**src/rtl/pmod_button_unit.sv**
```systemverilog
`default_nettype none
// ============================================================================
// Module   : pmod_button_unit
// Brief    : PMOD push-button sync/debounce, press-to-command FIFO for IAGC
// Revision : 1.0
// ============================================================================
module pmod_button_unit #(
  parameter int NB_BUTTONS     = 4,
  parameter int CMD_CODE_SIZE  = 2,
  parameter int DEBOUNCE_TICKS = 1000000,
  parameter int FIFO_DEPTH     = 4,
  parameter int DROP_CNT_SIZE  = 8
) (
  input  logic                     i_clock,
  input  logic                     i_reset,
  input  logic [NB_BUTTONS-1:0]    i_btn,
  output logic                     o_cmd_valid,
  output logic [CMD_CODE_SIZE-1:0] o_cmd_code,
  input  logic                     i_cmd_ready,
  output logic [NB_BUTTONS-1:0]    o_btn_level,
  output logic [DROP_CNT_SIZE-1:0] o_drop_count
);

  localparam int c_cnt_w = $clog2(DEBOUNCE_TICKS);
  localparam int c_ptr_w = $clog2(FIFO_DEPTH);
  localparam logic [c_cnt_w-1:0] c_cnt_max = c_cnt_w'(DEBOUNCE_TICKS - 1);
  localparam logic [c_ptr_w:0]   c_depth   = (c_ptr_w + 1)'(FIFO_DEPTH);

  logic [NB_BUTTONS-1:0]    r_sync1;
  logic [NB_BUTTONS-1:0]    r_sync2;
  logic [NB_BUTTONS-1:0]    w_stable;
  logic [NB_BUTTONS-1:0]    w_rise;
  logic [NB_BUTTONS-1:0]    r_pending;
  logic [NB_BUTTONS-1:0]    w_pick_hot;
  logic [NB_BUTTONS-1:0]    w_clear;
  logic [CMD_CODE_SIZE-1:0] w_pick_idx;
  logic [CMD_CODE_SIZE-1:0] r_mem [FIFO_DEPTH];
  logic [c_ptr_w-1:0]       r_wr_ptr;
  logic [c_ptr_w-1:0]       r_rd_ptr;
  logic [c_ptr_w:0]         r_count;
  logic [DROP_CNT_SIZE-1:0] r_drop;
  logic                     w_full;
  logic                     w_push;
  logic                     w_pop;
  logic                     w_drop;

  always_ff @(posedge i_clock) begin
    if (i_reset) begin
      r_sync1 <= '0;
      r_sync2 <= '0;
    end else begin
      r_sync1 <= i_btn;
      r_sync2 <= r_sync1;
    end
  end

  // A level is accepted only after DEBOUNCE_TICKS consecutive differing samples.
  for (genvar gi = 0; gi < NB_BUTTONS; gi++) begin : g_debounce
    logic [c_cnt_w-1:0] r_cnt;
    logic               r_stable;

    always_ff @(posedge i_clock) begin
      if (i_reset) begin
        r_cnt    <= '0;
        r_stable <= 1'b0;
      end else if (r_sync2[gi] != r_stable) begin
        if (r_cnt == c_cnt_max) begin
          r_stable <= r_sync2[gi];
          r_cnt    <= '0;
        end else begin
          r_cnt <= r_cnt + 1'b1;
        end
      end else begin
        r_cnt <= '0;
      end
    end

    assign w_stable[gi] = r_stable;
    assign w_rise[gi]   = r_sync2[gi] & ~r_stable & (r_cnt == c_cnt_max);
  end

  always_comb begin
    w_pick_idx = '0;
    for (int i = NB_BUTTONS - 1; i >= 0; i--) begin
      if (r_pending[i]) w_pick_idx = CMD_CODE_SIZE'(i);
    end
  end

  // Two's-complement trick isolates the lowest set pending bit.
  assign w_pick_hot = r_pending & (~r_pending + 1'b1);
  assign w_full     = (r_count == c_depth);
  assign w_push     = (|r_pending) & ~w_full;
  assign w_clear    = w_push ? w_pick_hot : '0;
  assign w_pop      = (r_count != '0) & i_cmd_ready;
  assign w_drop     = |(w_rise & r_pending & ~w_clear);

  always_ff @(posedge i_clock) begin
    if (i_reset) begin
      r_pending <= '0;
      r_drop    <= '0;
    end else begin
      r_pending <= (r_pending & ~w_clear) | w_rise;
      if (w_drop && (r_drop != {DROP_CNT_SIZE{1'b1}})) r_drop <= r_drop + 1'b1;
    end
  end

  always_ff @(posedge i_clock) begin
    if (i_reset) begin
      for (int i = 0; i < FIFO_DEPTH; i++) r_mem[i] <= '0;
      r_wr_ptr <= '0;
      r_rd_ptr <= '0;
      r_count  <= '0;
    end else begin
      if (w_push) begin
        r_mem[r_wr_ptr] <= w_pick_idx;
        r_wr_ptr        <= r_wr_ptr + 1'b1;
      end
      if (w_pop) r_rd_ptr <= r_rd_ptr + 1'b1;
      case ({w_push, w_pop})
        2'b10:   r_count <= r_count + 1'b1;
        2'b01:   r_count <= r_count - 1'b1;
        default: r_count <= r_count;
      endcase
    end
  end

  assign o_cmd_valid  = (r_count != '0);
  assign o_cmd_code   = r_mem[r_rd_ptr];
  assign o_btn_level  = w_stable;
  assign o_drop_count = r_drop;

endmodule
`default_nettype wire

```
**config.mk**
```make
export PLATFORM = sky130hd
export DESIGN_NAME = pmod_button_unit
export DESIGN_NICKNAME = d
export VERILOG_FILES = /design/src/rtl/pmod_button_unit.sv
export SDC_FILE = /design/constraint.sdc
export NUM_CORES = 1
export LEC_CHECK = 0
export CORE_ASPECT_RATIO = 1.25
export CORE_MARGIN = 4
export CORE_UTILIZATION = 40
export DETAILED_ROUTE_END_ITERATION = 8
export MAX_ROUTING_LAYER = met4
export PLACE_DENSITY_LB_ADDON = 0.2
export SYNTH_ARGS = -nofsm -noshare
export SYNTH_HDL_FRONTEND = slang
export SYNTH_SLANG_ARGS = --single-unit
export TNS_END_PERCENT = 10
```
**constraint.sdc**
```tcl
create_clock -name i_clock -period 2.4 [get_ports i_clock]
set_input_delay 0.72 -clock i_clock [delete_from_list [all_inputs] [get_ports i_clock]]
set_output_delay 0.72 -clock i_clock [all_outputs]
set_load 0.02 [all_outputs]
```
==> reports/results.txt <==
The run finished with clean final reports. The min-delay analysis places its worst path in the category register to register. After synthesis the netlist holds a flip-flop and latch count of 121. Via count of the first global-routing pass: 4,092. Before antenna repair, the detailed router went through 4 iterations. IR analysis of the VDD net gives a maximum drop of 0.448 mV. Buffer levels on the longest clock path: 2. The tools report the area of the placeable core as 13,300 µm².

The worst setup path is of the register to output port kind. The first global-routing pass estimated 18,200 µm of wire. Setup repair after global routing could not meet its margin everywhere. The synthesized design contains 8 enable-type register cells. The worst-case headroom to the max-slew limit was 0.662; the post-synth net total was 622. Power density over cell area: 710 nW/µm².

In this design, the stage delay of the slowest critical-path cell is 500 ps. For this design, the slowest cell found on the critical path is mux4_2. The multi-input combinational cells in the finished layout cover a total of 2760 µm². The clock root buffer was clkbuf_16. Summed over all layers, the global routing overflow is 0. Routability-driven placement finished with a final weighted congestion of 0.779.

Summed over all failing endpoints, the final setup total negative slack is 0 ps. After detailed routing, the average wire length per cell comes to 12.3 µm. CTS built an H-tree with a depth of 4. The logs give 21 for the pin count of the biggest net entering global routing and 47 for the site row count. The fraction of final layout cells sized beyond drive strength 1 was 0.104; the die height was 138 µm.

The analysis attributes to cell leakage a power of 2.18 nW. The post-route total power was 4.62 mW; the slew at the pin with the worst max-slew slack was 502 ps. The run gives 0 as the number of remaining DRC errors.

The logs give 1680 ps for the critical path required time and 0 for the number of endpoints with negative hold slack in the final report. For the final database, setup skew stands at 7.02 ps. The net count of the finished layout is 660. The tools report the total of max-cap violations as 0. The run gives 434 MHz as the highest achievable clock rate.

A synthesized cell averages 9.00 µm². The tree built by TritonCTS fans out to 121 sinks. The number of routed nets with antenna violations was 0; the async set or reset register ratio after synthesis was 0.

The mean number of vias per cell was 5.06. The portion of the clock cycle consumed by the worst path in the final layout was 0.960; the total clock buffers created by CTS was 17. The worst path arrival time was 1580 ps.

The logs give 0.461 for the share of synthesized area occupied by flip-flops and latches and 410 ps for the clock insertion delay at the later pin of the skew report. The starting utilization of the core area is 0.409. TritonCTS built the clock tree. STA classifies the critical path startpoint as a register. The minimum clock period after layout was 2300 ps; the global router's overall resource usage was 0.144.

The worst setup path is captured at an output port. Most instantiated flip-flop cell in the synthesis netlist: dfxtp_1. Setup violations remaining at the end of the flow were counted as 0.

Cell count after synthesis: 604. From synthesis to final layout, the design area changed by 19.7%. Measured along the x axis, the die boundary spans 112 µm. The mapped netlist covers 5430 µm².

The logs give 7120 µm for the total half-perimeter wirelength after legalization and detailed placement and 10,200 µm for the routed wire length. The count of buffers added on input and output ports is 21. The signal on the critical path passes through mux4_2, dlygate4sd2_1. The tools report the total area of sequential cells as 2500 µm². In this run the worst path has a maximum fanout of 2.

The final standard cell utilization of the core came out at 0.490. The die covers 15,500 µm². Synthesis instantiated 53 different standard cells from the library. The run gives 0 as the final antenna diode count. The number of pins exceeding their max-slew limit in the final report was 0; the count of boundary I/O pins was 22.

The initial antenna violation count was 0; the count of filler cells inserted in the layout was 1,311. Clock-pin slew was measured on the worst setup and hold paths at 50 ps. Number of DRC markers after the initial detailed-route iteration: 140. Total number of vias: 4,180.

The yosys synthesis warning count is 0.
## cells by family (layout without fill, tap and decap cells)
group           count (synthesis)  count (layout)  synth area share
xor+xnor                       69              69             0.111
compound gates                 51              51            0.0543
mux                             6               6            0.0157
buf+inv                        41              92            0.0355
fa+ha+maj                      11              11            0.0267
simple gates                  305             305             0.296
flops                         121             121             0.461
## cells in the final DEF, fill, tap and decap left out, drive strengths merged, types with 3 or more instances in the layout
cell type / count
nor4b: 6
buf: 19
nor4: 12
nand4: 20
xor2: 43
nor3b: 3
and3: 18
inv: 20
clkdlybuf4s50: 18
nor3: 11
nor2b: 10
nand2: 37
a21oi: 23
nand4b: 4
dlygate4sd2: 3
nor2: 109
or3: 21
dfxtp: 113
mux2i: 4
o21ai: 18
nand3: 33
xnor2: 26
clkinv: 5
edfxtp: 8
and2: 5
ha: 10
clkbuf: 25
and4: 7
or4: 3
## critical path, delay by kind of cell, from the launching register on
family / cells / cell delay, ps
multiplexers: 1 / 500
buffers and inverters: 1 / 340
flip-flops: 1 / 350
## state kept, by name, indices dropped and copies added (netlist names), named ones only
name                 count
g_debounce.r_stable      4
r_sync1                  4
r_wr_ptr                 2
r_mem                    8
r_pending                4
o_drop_count             8
r_rd_ptr                 2
r_count                  3
r_sync2                  4
g_debounce.r_cnt        80
## path summary, 6_finish.rpt
path,from,endpoint,slack [ps],cells after the start
max,register,o_cmd_code[1],100,2
min,r_sync1[2],r_sync2[2],440,1
max reg2reg,r_count[0],r_count[2],120,9
min reg2reg,r_sync1[2],r_sync2[2],440,1
## area by class of cell
type,instances,share of cell area
Clock inverter,7,0.0137
Multi-Input combinational cell,442,0.424
Inverter,20,0.0115
Sequential cell,121,0.385
Clock buffer,25,0.0777
Tap cell,171,0.0329
Timing Repair Buffer,40,0.0556
## timing repair
item / CTS / global route
hold endpoints to repair: 0 / 0
hold buffers: 0 / 0
setup buffers: 0 / 0
resized for setup: 3 / 4
endpoints found under the setup margin: 3 / 9
## per-stage QoR
step | setup slack, ps | instance area (µm²) | hold slack (ps) | instances
after floorplan | 298 | 5430 | 413 | 604
after global placement | -126 | 5900 | 422 | 794
after detailed placement | -267 | 5900 | 431 | 794
after CTS | 22.1 | 6490 | 441 | 826
after global routing | -73.8 | 6510 | 462 | 826
final | 95.2 | 6510 | 439 | 826
## cell usage after synthesis (18+ instances only)
cell / number / area share
inv_1: 20 / 0.014
and3_1: 18 / 0.021
nand3_1: 31 / 0.029
o21ai_0: 18 / 0.017
nor2_1: 109 / 0.075
dfxtp_1: 113 / 0.42
nand4_1: 19 / 0.022
nand2_1: 36 / 0.025
xnor2_1: 26 / 0.042
a21oi_1: 23 / 0.021
or3_1: 21 / 0.024
xor2_1: 43 / 0.069
## power by group
part           leakage, nW  total (mW)  switching (mW)  internal [mW]
Clock                0.297        2.51           0.849           1.66
Sequential           0.995        2.05         0.00542           2.04
Combinational        0.890      0.0630          0.0339         0.0291
Total                 2.18        4.62           0.888           3.73
## metal layers
metal | GRT usage | vias to the layer above | share of wire
li1 | - | 2161 | -
met5 | - | - | 0
met2 | 0.233 | 46 | 0.50
met1 | 0.165 | 1960 | 0.45
met4 | 0.0582 | 0 | 0.016
met3 | 0.0450 | 13 | 0.031
Note: power is estimated with default switching activity, not from simulation.
